--- config.mk ---
export PLATFORM = sky130hd
export DESIGN_NAME = seg_7_scan
export DESIGN_NICKNAME = d
export VERILOG_FILES = /design/src/rtl/seg7_pkg.sv /design/src/rtl/seg_7_scan.sv
export SDC_FILE = /design/constraint.sdc
export NUM_CORES = 1
export LEC_CHECK = 0
export BUFFER_PORTS_ARGS = -buffer_cell sky130_fd_sc_hd__buf_4
export CAP_MARGIN = 15
export CORE_MARGIN = 10
export CORE_UTILIZATION = 51
export DETAILED_ROUTE_END_ITERATION = 16
export PLACE_DENSITY = 0.85
export SLEW_MARGIN = 20
export SYNTH_ARGS = -nofsm -noshare
export SYNTH_HDL_FRONTEND = slang
export SYNTH_SLANG_ARGS = --single-unit
--- constraint.sdc ---
create_clock -name sys_clk -period 2.7 [get_ports sys_clk]
set_clock_uncertainty 0.15 [all_clocks]
set_input_delay 0.54 -clock sys_clk [delete_from_list [all_inputs] [get_ports sys_clk]]
set_output_delay 0.54 -clock sys_clk [all_outputs]
set_load 0.05 [all_outputs]
--- src/rtl/seg7_pkg.sv ---
// seg7_pkg: shared types and constants for the multiplexed seven-segment scanner
package seg7_pkg;
  typedef enum logic [1:0] {IDLE, DISPLAY, BLANK} state_t;
  localparam int NUM_DIGITS = 6;
  localparam logic [6:0] SEG_OFF = 7'b111_1111;
endpackage

--- src/rtl/seg_7_scan.sv ---
// seg_7_scan: time-multiplexes six snapshotted digit patterns onto a shared active-low segment bus
module seg_7_scan
  import seg7_pkg::*;
#(
  parameter int DIGIT_CYCLES = 50000,
  parameter int BLANK_CYCLES = 500
) (
  input  logic       sys_clk,
  input  logic       sys_rst_n,
  input  logic [6:0] seg0,
  input  logic [6:0] seg1,
  input  logic [6:0] seg2,
  input  logic [6:0] seg3,
  input  logic [6:0] seg4,
  input  logic [6:0] seg5,
  input  logic [5:0] dp,
  input  logic       en,
  output logic [5:0] sel,
  output logic [7:0] seg_out,
  output logic       frame_start
);
  localparam int CW = $clog2(DIGIT_CYCLES > BLANK_CYCLES ? DIGIT_CYCLES : BLANK_CYCLES);
  localparam logic [CW-1:0] D_LOAD = CW'(DIGIT_CYCLES - 1);
  localparam logic [CW-1:0] B_LOAD = CW'(BLANK_CYCLES > 0 ? BLANK_CYCLES - 1 : 0);
  state_t state, state_n;
  logic [2:0] idx, idx_n, idx_inc;
  logic [CW-1:0] cnt, cnt_n;
  logic [NUM_DIGITS-1:0][6:0] seg_in, snap_seg, seg_sel;
  logic [NUM_DIGITS-1:0] snap_dp, dp_sel;
  logic load;
  assign seg_in = {seg5, seg4, seg3, seg2, seg1, seg0};
  assign idx_inc = idx == 3'(NUM_DIGITS - 1) ? 3'd0 : idx + 3'd1;
  // load marks every entry to digit 0: the only point inputs are sampled
  always_comb begin
    state_n = state;
    idx_n = idx;
    cnt_n = cnt - CW'(1);
    load = 1'b0;
    if (!en) begin
      state_n = IDLE;
      idx_n = 3'd0;
      cnt_n = '0;
    end else if (state == IDLE) begin
      state_n = DISPLAY;
      idx_n = 3'd0;
      cnt_n = D_LOAD;
      load = 1'b1;
    end else if (cnt == '0) begin
      if (state == DISPLAY && BLANK_CYCLES > 0) begin
        state_n = BLANK;
        cnt_n = B_LOAD;
      end else begin
        state_n = DISPLAY;
        idx_n = idx_inc;
        cnt_n = D_LOAD;
        load = idx_inc == 3'd0;
      end
    end
  end
  assign seg_sel = load ? seg_in : snap_seg;
  assign dp_sel = load ? dp : snap_dp;
  // sel and seg_out are registered together so a digit never shows its neighbour's data
  always_ff @(posedge sys_clk or negedge sys_rst_n) begin
    if (!sys_rst_n) begin
      state <= IDLE;
      idx <= 3'd0;
      cnt <= '0;
      snap_seg <= {NUM_DIGITS{SEG_OFF}};
      snap_dp <= '0;
      sel <= '1;
      seg_out <= {1'b1, SEG_OFF};
      frame_start <= 1'b0;
    end else begin
      state <= state_n;
      idx <= idx_n;
      cnt <= cnt_n;
      if (load) begin
        snap_seg <= seg_in;
        snap_dp <= dp;
      end
      sel <= state_n == DISPLAY ? ~(6'b1 << idx_n) : '1;
      seg_out <= state_n == DISPLAY ? {~dp_sel[idx_n], seg_sel[idx_n]} : {1'b1, SEG_OFF};
      frame_start <= load;
    end
  end
endmodule

== Word-level counts from Yosys, hierarchy flattened ==
Cells that the tools add are included.
Storage, ports and cells
  output and inout bits: 15
  logic and storage cells: 50
  input port bits: 51
  register bits: 84
Operators by class
  $add $sub $neg: 2
  multiplexer cells: 25
  bitwise gates (word level): 2
  reduce and logical (&&, ||, !) cells: 3
  equal/unequal tests: 3
  $lt $le $gt $ge: 1
  shifts and indexed selects: 1
Operators with widths (count)
  16-bit two-way mux: 4
  42-bit two-way mux: 1
  7-bit binary-select mux with 3-bit select: 1
  16-bit logical NOT: 1
  16-bit by 1-bit subtractor with 16-bit output (second input constant): 1
  3-bit two-way mux: 5
  6-bit two-way mux: 2
  2-bit two-way mux: 4
  8-bit two-way mux: 1
  7-bit two-way mux: 1
  6-bit inverter: 1
  1-bit by 3-bit << shifter with 6-bit output (first input constant): 1
  1-bit two-way mux: 5
  2-bit by 1-bit equality test with 1-bit output (second input constant): 2
  3-bit by 4-bit less-than comparator with 1-bit output (second input constant): 1
  3-bit by 1-bit adder with 3-bit output (second input constant): 1
  1-bit binary-select mux with 3-bit select: 1
  3-bit equality test (second input constant): 1
  3-bit logical NOT: 1
  2-bit logical NOT: 1
  1-bit inverter: 1

== Depth between registers and ports, before layout ==
  depth after elaboration: 12
  mapped depth: 11
  mapped depth without buffers: 9

== Worst setup path before layout ==
Ideal clock, no wire load.
  kind: register to register
  start point: register cnt[0]
  end point: register seg_out[1]
  cell stages (with the launch flop): 11
  setup time: 78 ps
  period minus slack after synthesis: 2629 ps
  path buffers: 2
  data arrival time: 2402 ps
  setup slack: 71 ps
  required time: 2472 ps
  path through: dfrtp_1 > inv_1 > ha_1 > nor3b_1 > nand4_1 > o21ai_2 > buf_4 > buf_6 > mux2_2 > a221o_1 > and2_1
RTL lines
  start, declared: RTL line seg_7_scan.sv:27  | logic [CW-1:0] cnt, cnt_n;
  start signal, assigned: RTL line seg_7_scan.sv:76  | cnt <= cnt_n;
  end signal, assigned: RTL line seg_7_scan.sv:71  | seg_out <= {1'b1, SEG_OFF};
  end signal, assigned: RTL line seg_7_scan.sv:82  | seg_out <= state_n == DISPLAY ? {~dp_sel[idx_n], seg_sel[idx_n]} : {1'b1, SEG_OFF};
  end, declared: RTL line seg_7_scan.sv:19  | output logic [7:0] seg_out,

==> metrics.md <==
| Metric | Value |
|---|---|
| Run status | `complete, but fails checks` |
| Violated checks | `setup timing` |
| Int Power | `2170 uW` |
| Clock buffer depth | `2` |
| PD cells | `568 mW/mm^2` |
| Fillers | `516` |
| P_leak | `0.00223 uW` |
| CORE AREA | `0.00777 mm^2` |
| Synth warn | `0` |
| Hpwl dp | `7010 um` |
| H-tree depth | `3` |
| Vert. Die Dim | `109 um` |
| First-pass GRT wire length | `15300 um` |
| # rows | `32` |
| Syn Std Cell Area | `0.00408 mm^2` |
| Syn_nets | `373` |
| Gpl congestion | `0.864` |
| Relative slew slack | `70.3%` |
| Syn_area_per_cell | `12.7 um^2` |
| GRT Total Usage | `16.4%` |
| Yosys cell types | `53` |
| Synth top area share | `36.1%` |
| Final core occ | `69.2%` |
| RSZ-0062 raised after global routing | `yes` |
| Post-synthesis register bit count | `84` |
| Number of synthesized flops with an enable pin | `0` |
| Clk sink count | `84` |
| Clock network fraction of total power | `27.6%` |
| IO Port Bufs | `65` |
| Critical path endpoint category | `flop` |
| Ant diodes | `0` |
| Die Area | `0.0120 mm^2` |
| Area grow syn2layout | `31.8%` |
| Area leader, netlist | `dfstp_2` |
| Crit path cell chain | `inv_2 -> ha_4 -> nor3b_2 -> buf_4 -> nand4_1 -> o21ai_4 -> buf_6 -> mux2_4 -> a211oi_2 -> or3b_1 -> and3_1` |
| Mapped Cells | `320` |
| WL/cell | `18.0 um` |
| CTS tree | `yes` |
| Switching power | `880 uW` |
| Vias in the first global route | `3080` |
| Initial antenna violation count | `0` |
| Hold WC Path Type | `primary input to flop` |
| CP Data Arrival Time | `2.93 ns` |
| Via count | `2939` |
| Register share of total power | `50.8%` |
| GR met2 Demand/Resource | `28.3%` |
| Main synth FF type | `dfstp_2` |
| Total CTS buffers | `9` |
| Worst Setup Slack, final | `-0.0707 ns` |
| Final hold vios | `0` |
| Worst stage delay on the critical path | `0.40 ns` |
| Clock root buffer | `clkbuf_8` |
| Met3 Usage GRT | `3.80%` |
| Fmax | `0.361 GHz` |
| Sequential share of the synthesized area | `53.3%` |
| Combinational power share | `21.6%` |
| Die X | `109 um` |
| Clock transition at path regs | `0.09 ns` |
| Post-synth ARST share | `100%` |
| Final instance area | `0.00537 mm^2` |
| Final worst-path cycle share | `103%` |
| Residual DRC count | `0` |
| Antenna Nets Post-Route | `0` |
| Req. time, crit path | `2.85 ns` |
| Commonest non-fill, non-tap cell in the layout | `buf_4` |
| Max FO, Critical Path | `3` |
| Total detailed-routing wirelength | `9780 um` |
| Vias per inst | `5.41` |
| Iter 0 DRT Violations | `145` |
| Share of layout cells above drive strength 1 | `63.7%` |
| Gr ovfl total | `0` |
| Final Setup Violations | `6` |
| First-pass DRT Iterations | `4` |
| CP max-delay cell | `dfrtp_1` |
| Measured slew at the worst slew-check pin | `0.441 ns` |
| Crit path kind | `flop to flop` |
| Switching Fraction | `28.8%` |
| Synth top area cells | `dfstp_2 (36%), dfrtp_1 (17%), mux2_2 (15%)` |
| DP Area | `0.00489 mm^2` |
| Most frequent cells in the layout | `buf_4 (110), dfstp_2 (56), mux2_2 (43), dfrtp_1 (28), nand2_1 (20)` |
| Critical path launch point type | `flop` |
| Busiest layer in global routing | `met2` |
| Nets | `489` |
| Fin. max-slew vios | `0` |
| Max-cap viol count | `0` |
| Boundary pin count | `66` |
| Worst vdd ir | `0.000256 V` |
| Met1 GRT Util | `19.3%` |
| Clk_lat worst skew | `0.36 ns` |
| Initial core utilization | `52.5%` |
| Tmin final | `2.77 ns` |
| Pin count of the biggest net entering global routing | `56` |
cell families after synthesis:
logic type                 count (synthesis)  share of synthesized area, %
muxes                                     55                          15.1
adders and majority gates                  2                         0.614
and+or+nand+nor                           83                          11.8
AOI/OAI and AO/OA                         66                          13.4
DFF                                       84                          53.3
xor gates and xnor gates                  14                          3.01
buffers and inverters                     16                          2.70
worst max-delay path: cells and delay by family (launching register included):
kind | cells | cell delay (ns)
adders and majority gates | 1 | 0.13
and+or+nand+nor | 4 | 0.85
muxes | 1 | 0.31
AOI/OAI and AO/OA | 2 | 0.49
buffers and inverters | 3 | 0.37
DFF | 1 | 0.40
power by group through the flow:
stage	registers (uW)	clock network (uW)	logic (uW)
after global placement	1560	0	561
after detailed placement	1570	0	581
final	1550	844	660
after floorplan	1610	0	323
after global routing	1570	922	714
after CTS	1550	860	620
layout make-up:
class	count	area, um^2	share of cell area (%)
clock inverter	7	60.1	1.12
clock buffer	9	124	2.31
inverter	3	11.3	0.210
timing repair buffer	118	957	17.8
tap	102	128	2.37
multi-input combinational	220	1920	35.8
sequential	84	2170	40.4
synth_stat cells, drive strengths merged, types with 4 or more instances:
cell	n
dfstp	56
mux2	53
dfrtp	28
a21oi	21
nand2	20
nor2	19
buf	11
xor2	9
a211oi	8
and2	7
nor2b	7
o21ai	7
a221o	6
o211ai	5
xnor2	5
a21boi	4
a22oi	4
nand3b	4
nand4	4
nor4	4
or3	4
registers in the layout (all words and copies together) (netlist names):
name,flops
frame_start,1
sel,6
snap_seg,42
snap_dp,6
state,2
seg_out,8
idx,3
cnt,16
stage by stage:
stage / hold WS, ns / setup TNS, ns / power [uW] / setup WS, ns / cells
6_report: 0.266 / -0.231 / 3050 / -0.0707 / 543
3_5_place_dp: 0.335 / -0.842 / 2150 / -0.173 / 509
3_3_place_gp: 0.330 / -0.261 / 2120 / -0.0667 / 509
5_1_grt: 0.253 / -1.15 / 3200 / -0.197 / 543
2_1_floorplan: 0.0944 / 0 / 1940 / 0.0707 / 320
4_1_cts: 0.263 / 0 / 3030 / 0.00837 / 540
timing repair:
action / 4_1_cts / 5_1_grt
buffers inserted: 14 / 3
setup endpoints to repair: 8 / 10
hold endpoints to repair: 17 / 0
gates resized for setup: 12 / 25
pin swaps: 4 / 11
hold buffers: 1 / 0
path summary, 6_finish.rpt:
kind,startpoint,slack (ns),cells past startpoint,endpoint
hold reg to reg,snap_dp[4],0.36,1,snap_dp[4]
min in group asynchronous,sys_rst_n,0.49,2,snap_dp[1]
setup / recovery,cnt[0],-0.07,11,seg_out[2]
hold / removal,seg4[3],0.27,2,snap_seg[31]
max in group asynchronous,sys_rst_n,1.24,3,snap_seg[14]
setup reg to reg,cnt[0],-0.07,11,seg_out[2]
routing by layer:
layer	vias up	routed length, um
li1	1383	-
met1	1469	4050
met2	70	5050
met3	17	506
met4	0	180
met5	-	0
(Power assumes the default switching activity.)
